### config.mk
export PLATFORM = sky130hd
export DESIGN_NAME = mips_register_file_flat
export DESIGN_NICKNAME = d
export VERILOG_FILES = /design/src/rtl/mips_register_file_if.sv /design/src/rtl/mips_register_file.sv /design/src/flat_wrapper.sv
export SDC_FILE = /design/constraint.sdc
export NUM_CORES = 2
export LEC_CHECK = 0
export ABC_AREA = 1
export CORE_ASPECT_RATIO = 2
export CORE_MARGIN = 5
export CORE_UTILIZATION = 35
export DETAILED_ROUTE_END_ITERATION = 7
export HOLD_SLACK_MARGIN = 0.1
export PLACE_DENSITY = 0.47
export SYNTH_ARGS = -nofsm -noshare
export SYNTH_HDL_FRONTEND = slang
export SYNTH_SLANG_ARGS = --single-unit
### constraint.sdc
create_clock -name clk -period 113 [get_ports clk]
set_clock_uncertainty 0.15 [all_clocks]
set_input_delay 22.6 -clock clk [delete_from_list [all_inputs] [get_ports clk]]
set_output_delay 22.6 -clock clk [all_outputs]
set_load 0.01 [all_outputs]
### src/rtl/mips_register_file_if.sv
// Register-file access bundle: write-back port, two operand read ports and a debug read port.
interface mips_register_file_if #(
  parameter int DATA_WIDTH = 32,
  parameter int ADDR_WIDTH = 5
);
  logic                  RegWrite;
  logic [ADDR_WIDTH-1:0] WriteReg;
  logic [DATA_WIDTH-1:0] WriteData;
  logic [ADDR_WIDTH-1:0] ReadReg1;
  logic [ADDR_WIDTH-1:0] ReadReg2;
  logic [ADDR_WIDTH-1:0] DebugReg;
  logic [DATA_WIDTH-1:0] ReadData1;
  logic [DATA_WIDTH-1:0] ReadData2;
  logic [DATA_WIDTH-1:0] DebugData;

  modport master (
    output RegWrite, WriteReg, WriteData, ReadReg1, ReadReg2, DebugReg,
    input  ReadData1, ReadData2, DebugData
  );

  modport slave (
    input  RegWrite, WriteReg, WriteData, ReadReg1, ReadReg2, DebugReg,
    output ReadData1, ReadData2, DebugData
  );
endinterface

### src/rtl/mips_register_file.sv
// 32-entry MIPS GPR file: r0 hardwired to zero, same-cycle write-through on the two
// operand ports, raw stored contents on the debug port, async active-high clear.
module mips_register_file #(
  parameter int DATA_WIDTH = 32,
  parameter int ADDR_WIDTH = 5
) (
  input logic                clk,
  input logic                reset,
  mips_register_file_if.slave rf
);
  localparam int DEPTH  = 2 ** ADDR_WIDTH;
  localparam int NUM_RD = 2;

  logic [DATA_WIDTH-1:0] ent [DEPTH];

  for (genvar i = 0; i < DEPTH; i++) begin : g_ent
    if (i == 0) begin : g_zero
      assign ent[i] = '0;
    end else begin : g_reg
      logic [DATA_WIDTH-1:0] q;
      always_ff @(posedge clk or posedge reset)
        if (reset)
          q <= '0;
        else if (rf.RegWrite && rf.WriteReg == ADDR_WIDTH'(i))
          q <= rf.WriteData;
      assign ent[i] = q;
    end
  end

  logic [NUM_RD-1:0][ADDR_WIDTH-1:0] rd_idx;
  logic [NUM_RD-1:0][DATA_WIDTH-1:0] rd_dat;

  assign rd_idx = {rf.ReadReg2, rf.ReadReg1};

  // Bypass is gated by reset so the read ports track the cleared array while reset is high.
  for (genvar p = 0; p < NUM_RD; p++) begin : g_rd
    assign rd_dat[p] = (rd_idx[p] == '0) ? '0 :
                       (!reset && rf.RegWrite && rd_idx[p] == rf.WriteReg) ? rf.WriteData :
                       ent[rd_idx[p]];
  end

  assign rf.ReadData1 = rd_dat[0];
  assign rf.ReadData2 = rd_dat[1];
  assign rf.DebugData = ent[rf.DebugReg];
endmodule

### src/flat_wrapper.sv
// flat-port wrapper written by rule: the top's interface ports become plain ports
module mips_register_file_flat 
#(
  parameter int DATA_WIDTH = 32,
  parameter int ADDR_WIDTH = 5
)
  (clk, reset, rf_RegWrite, rf_WriteReg, rf_WriteData, rf_ReadReg1, rf_ReadReg2, rf_DebugReg, rf_ReadData1, rf_ReadData2, rf_DebugData);
  mips_register_file_if #(.DATA_WIDTH(DATA_WIDTH), .ADDR_WIDTH(ADDR_WIDTH)) rf_i ();
  input logic clk;
  input logic reset;
  input wire logic [$bits(rf_i.RegWrite)-1:0] rf_RegWrite;
  input wire logic [$bits(rf_i.WriteReg)-1:0] rf_WriteReg;
  input wire logic [$bits(rf_i.WriteData)-1:0] rf_WriteData;
  input wire logic [$bits(rf_i.ReadReg1)-1:0] rf_ReadReg1;
  input wire logic [$bits(rf_i.ReadReg2)-1:0] rf_ReadReg2;
  input wire logic [$bits(rf_i.DebugReg)-1:0] rf_DebugReg;
  output wire logic [$bits(rf_i.ReadData1)-1:0] rf_ReadData1;
  output wire logic [$bits(rf_i.ReadData2)-1:0] rf_ReadData2;
  output wire logic [$bits(rf_i.DebugData)-1:0] rf_DebugData;
  assign rf_i.RegWrite = rf_RegWrite;
  assign rf_i.WriteReg = rf_WriteReg;
  assign rf_i.WriteData = rf_WriteData;
  assign rf_i.ReadReg1 = rf_ReadReg1;
  assign rf_i.ReadReg2 = rf_ReadReg2;
  assign rf_i.DebugReg = rf_DebugReg;
  assign rf_ReadData1 = rf_i.ReadData1;
  assign rf_ReadData2 = rf_i.ReadData2;
  assign rf_DebugData = rf_i.DebugData;
  mips_register_file #(.DATA_WIDTH(DATA_WIDTH), .ADDR_WIDTH(ADDR_WIDTH)) u_core (.clk(clk), .reset(reset), .rf(rf_i));
endmodule
# [Word level (Yosys, flattened, before mapping)]
# Cells that the tools add are included.
[word_totals] ff_bits=992 input_bits=55 out_inout_bits=96
[classes] n_lt_le_gt_ge=3 eq_ne=33 n_mux=13 n_bitwise=3 reduce_logical=37
[ops] op="32-bit binary-select mux with 5-bit select" count=3
[ops] op="32-bit 2-to-1 mux" count=10
[ops] op="5-bit equality test (second input constant)" count=16
[ops] op="5-bit by 4-bit equality test with 1-bit output (second input constant)" count=8
[ops] op="1-bit logical AND" count=34
[ops] op="5-bit by 3-bit equality test with 1-bit output (second input constant)" count=4
[ops] op="6-bit greater-or-equal comparator (second input constant)" count=3
[ops] op="5-bit NOT with 6-bit output" count=3
[ops] op="5-bit by 2-bit equality test with 1-bit output (second input constant)" count=2
[ops] op="5-bit equality test" count=2
[ops] op="5-bit zero test" count=2
[ops] op="5-bit by 1-bit equality test with 1-bit output (second input constant)" count=1
[ops] op="1-bit zero test" count=1

# [Logic depth before layout (Yosys ltp)]
[depth] word_depth=6 mapped_depth=13 depth_no_buf=11

# [Worst setup path after synthesis]
# Ideal clock, no wire load.
[synth_path] kind="input port to output port" startpoint="input port reset" endpoint="output port rf_ReadData2[10]" t_arrival_ps=45224 t_required_ps=90250 setup_slack_ps=45026 cell_stages=8 cell_sequence="inv_1 nand2_1 nor3_1 nand3_2 clkbuf_1 nand3_1 nand2_1 inv_1"
[synth_via] elab_chain_cells=5
[synth_lines] item="start: declaration" line_no="flat_wrapper.sv:10" source="input logic reset;"
[synth_lines] item="1-bit zero test (no source line)"
[synth_lines] item="1-bit logical AND (2 in a row)" line_no="mips_register_file.sv:38" source="(!reset && rf.RegWrite && rd_idx[p] == rf.WriteReg) ? rf.WriteData :"
[synth_lines] item="32-bit 2-to-1 mux" line_no="mips_register_file.sv:38"
[synth_lines] item="32-bit 2-to-1 mux" line_no="mips_register_file.sv:37" source="assign rd_dat[p] = (rd_idx[p] == '0) ? '0 :"
[synth_lines] item="end: declaration" line_no="flat_wrapper.sv:18" source="output wire logic [$bits(rf_i.ReadData2)-1:0] rf_ReadData2;"
# No other way between the ends.

# [Final worst setup path]
[layout_path] startpoint="input port rf_DebugReg[0]" endpoint="output port rf_DebugData[23]"
[layout_via] elab_chain_cells=4
[layout_lines] item="start: declaration" line_no="flat_wrapper.sv:16" source="input wire logic [$bits(rf_i.DebugReg)-1:0] rf_DebugReg;"
[layout_lines] item="5-bit NOT with 6-bit output (not written as such)" line_no="mips_register_file.sv:44" source="assign rf.DebugData = ent[rf.DebugReg];"
[layout_lines] item="32-bit binary-select mux with 5-bit select" line_no="mips_register_file.sv:44"
[layout_lines] item="32-bit 2-to-1 mux (not written as such) (2 in a row)" line_no="mips_register_file.sv:44"
[layout_lines] item="end: declaration" line_no="flat_wrapper.sv:19" source="output wire logic [$bits(rf_i.DebugData)-1:0] rf_DebugData;"
# No other way between the ends. The select of a mux whose other input is x is not followed.

==> flow_summary.json <==
{
  "cts.repair_timing.setup_buffer_count": 0,
  "number_of_search_and_repair_iterations_in_the_first_detailed_routing_pass": 8,
  "ir_worst_vdd_uv": 12.1,
  "worst_setup_end_kind": "primary output",
  "worst-path-buf-inv": 6,
  "path_cells": "buf_8 -> inv_8 -> buf_4 -> buf_4 -> buf_4 -> o21ai_0 -> o22ai_1 -> nand2_1 -> nand3_1 -> nand3_1 -> nand2_1 -> clkdlybuf4s50_1",
  "chipHeight_um": 616,
  "maxSlewViolCount": 0,
  "clkSlewWorstSetupHoldPaths_ps": 70,
  "max-slew-margin-rel_pct": 19.9,
  "worst-r2r-cell-count": 2,
  "worst_pin_slew_ps": 1200,
  "final_period_minus_worst_setup_slack_ps": 50430,
  "mostFrequentLayoutCells": "2,656 x sky130_fd_sc_hd__nand2_1, 1,745 x sky130_fd_sc_hd__o21ai_0, 992 x sky130_fd_sc_hd__dfrtp_1",
  "ys_seq_elements": 992,
  "cts-root-buf": "sky130_fd_sc_hd__clkbuf_16",
  "flow.area_growth_from_synthesis_pct": 8.85,
  "boundaryPins": 151,
  "floorplan.core_area_mm2": 0.183,
  "setup_violations": 0,
  "drc": 0,
  "initialDrtViolationCount": 9204,
  "totalWireLength_um": 353000,
  "cp_data_required_time_ps": 90250,
  "wire_per_inst_um": 30.1,
  "die-area_mm2": 0.193,
  "timing.rr.start": "u_core.g_ent[15].g_reg.q[22]",
  "grt_setup_unrepaired": "no",
  "synth_top_cell_by_area": "sky130_fd_sc_hd__dfrtp_1",
  "floorplan.initialDensity_pct": 35.2,
  "cap_viol_max_count": 0,
  "cts_num_sinks": 992,
  "number_of_antenna_violations_at_the_first_check_in_global_routing": 7,
  "numPortBuffers": 150,
  "ys_seq_area_share_pct": 38.6,
  "detailed_route_via_count": 71900,
  "power.leakage_nw": 31.3,
  "path_common_cell": "sky130_fd_sc_hd__buf_4",
  "tritoncts": "done",
  "min_delay_worst_endpoint": "u_core.g_ent[2].g_reg.q[16]",
  "final_net_count": 9352,
  "final_core_utilization_pct": 38.3,
  "cts.hold.buffers_added": 0,
  "tritoncts.num_buffers": 102,
  "clk_latency_ps": 720,
  "via_per_inst": 6.13,
  "nFillCells": 19700,
  "top_area_cells_in_the_synthesized_netlist": "sky130_fd_sc_hd__dfrtp_1 39%, sky130_fd_sc_hd__nand2_1 16%, sky130_fd_sc_hd__o21ai_0 14%, sky130_fd_sc_hd__nand3_1 6.3%, sky130_fd_sc_hd__a21oi_1 5.2%",
  "syn_nets": 9841,
  "crit_family": "buffers and inverters",
  "outcome": "finished, final reports clean",
  "arrival_ps": 27680,
  "finalSetupTns_ps": 0,
  "post-synth-top-area-fraction_pct": 38.6,
  "postSynthCellCount": 9786,
  "critical-path-max-stage-delay_ps": 860,
  "finalHoldViolCount": 0,
  "rrSetupSlack_ps": 112020,
  "power.total_mw": 1.13,
  "grt_pass1_wl_um": 498000,
  "yosys_warnings": 0,
  "fmax_mhz": 19.8,
  "grt_use_total_pct": 35.1,
  "hold-path-cell-count": 2,
  "globalplace.congestion": 0.875,
  "globalRouteOverflowTotal": 0,
  "setup_cp_type": "input port to primary output",
  "final_common_cell": "sky130_fd_sc_hd__nand2_1",
  "worst_hold_startpoint": "u_core.g_ent[2].g_reg.q[16]",
  "detail-route-antenna-nets": 0,
  "clock_tree.htree_level_count": 3,
  "layout-drive-gt1-share_pct": 4.60,
  "grt_pass1_vias": 67400,
  "cts_resized": 0,
  "die_w_um": 313,
  "power_density_mw_per_mm2": 16.1,
  "rows": 222,
  "cp_slowest_cell": "sky130_fd_sc_hd__clkdlybuf4s50_1",
  "largest_reg_flops": 992,
  "cts_buffer_depth": 3,
  "path_max_fanout": 108,
  "grt_start_max_net_pins": 182,
  "detailed_placement_hpwl_um": 196000,
  "capture_instance_of_the_worst_register_to_register_path": "u_core.g_ent[15].g_reg.q[22]",
  "syn-mean-instance-area_um2": 6.57,
  "min_period_over_period_pct": 44.6,
  "top_register": "u_core.g_ent.g_reg.q",
  "top_regs": "u_core.g_ent.g_reg.q (992)",
  "syn_area_mm2": 0.0643,
  "start_kind": "input port",
  "holdCritPathClass": "flip-flop to flip-flop",
  "netlist-cell-type-count": 27
}
-- layout make-up --
cell class | count | area (um^2) | area share, %
antenna | 5 | 12.5 | 0.0179
clock buffer | 147 | 2950 | 4.21
clock inverter | 37 | 434 | 0.620
inverter | 548 | 2120 | 3.03
multi-input combinational | 7349 | 34000 | 48.5
sequential | 992 | 24800 | 35.5
tap | 2352 | 2940 | 4.20
timing repair buffer | 304 | 2740 | 3.91
-- worst reg2reg max path, stage by stage, from the launching register on --
cell and delay [ps]:
sky130_fd_sc_hd__dfrtp_1 480, sky130_fd_sc_hd__nand2_1 100, sky130_fd_sc_hd__o21ai_0 80
-- how the worst max path moves through the flow --
stage | from | to | cells after the start
final | rf_DebugReg[0] | rf_DebugData[23] | 12
after global routing | rf_DebugReg[0] | rf_DebugData[26] | 12
after CTS | rf_DebugReg[0] | rf_DebugData[26] | 12
after detailed placement | rf_DebugReg[0] | rf_DebugData[26] | 12
after global placement | rf_DebugReg[0] | rf_DebugData[23] | 12
after floorplan | reset | rf_ReadData2[10] | 8
-- through the flow --
stage	cells	hold slack [ps]	setup WS, ps	instance area (um^2)
detailed placement	11500	323	62790	66600
floorplan	9786	303	45030	64300
finish	11700	336	62570	70000
global route	11700	349	62450	70000
global placement	11500	316	62870	66600
CTS	11700	339	62790	70000
-- cells in the mapped netlist --
| library cell | count |
|---|---|
| sky130_fd_sc_hd__o21ai_1 | 18 |
| sky130_fd_sc_hd__clkinv_1 | 2 |
| sky130_fd_sc_hd__nand4_1 | 70 |
| sky130_fd_sc_hd__buf_2 | 270 |
| sky130_fd_sc_hd__buf_6 | 2 |
| sky130_fd_sc_hd__buf_4 | 15 |
| sky130_fd_sc_hd__nand3_2 | 1 |
| sky130_fd_sc_hd__nand2_2 | 6 |
| sky130_fd_sc_hd__inv_1 | 534 |
| sky130_fd_sc_hd__inv_2 | 12 |
| sky130_fd_sc_hd__or2_2 | 37 |
| sky130_fd_sc_hd__o211ai_1 | 377 |
| sky130_fd_sc_hd__nor3_4 | 1 |
| sky130_fd_sc_hd__a21oi_1 | 672 |
| sky130_fd_sc_hd__nor2_2 | 4 |
| sky130_fd_sc_hd__nand3_1 | 803 |
| sky130_fd_sc_hd__nor2_1 | 825 |
| sky130_fd_sc_hd__clkbuf_1 | 541 |
| sky130_fd_sc_hd__o22ai_1 | 77 |
| sky130_fd_sc_hd__a31oi_1 | 21 |
| sky130_fd_sc_hd__nor4_2 | 1 |
| sky130_fd_sc_hd__nand2_1 | 2681 |
| sky130_fd_sc_hd__xor2_1 | 4 |
| sky130_fd_sc_hd__o21ai_0 | 1745 |
| sky130_fd_sc_hd__buf_1 | 69 |
| sky130_fd_sc_hd__nor3_1 | 6 |
| sky130_fd_sc_hd__dfrtp_1 | 992 |
-- power by group --
part	switching, mW	leakage (nW)	total (mW)	internal, mW
logic	0.182	16.8	0.271	0.0892
registers	0.0680	12.9	0.489	0.421
clock network	0.167	1.65	0.366	0.199
-- cell families (layout without fill, tap and decap cells) --
| group | after synthesis | in the layout | synth area share (%) |
|---|---|---|---|
| AND/OR/NAND/NOR | 4435 | 4435 | 28.0 |
| XOR/XNOR | 4 | 4 | 0.0545 |
| AO/OA/AOI/OAI | 2910 | 2910 | 24.3 |
| buffers and inverters | 1445 | 1036 | 9.07 |
| other | 0 | 5 | 0 |
| flip-flops | 992 | 992 | 38.6 |
-- per-layer routing --
layer / vias to the layer above / GRT usage (%) / routed length, um
li1: 31500 / - / -
met1: 34900 / 43.4 / 133000
met2: 4319 / 56.9 / 161000
met3: 1148 / 6.13 / 32100
met4: 4 / 21.6 / 26700
met5: - / 0 / 25
Note: power is estimated with default switching activity, not from simulation.
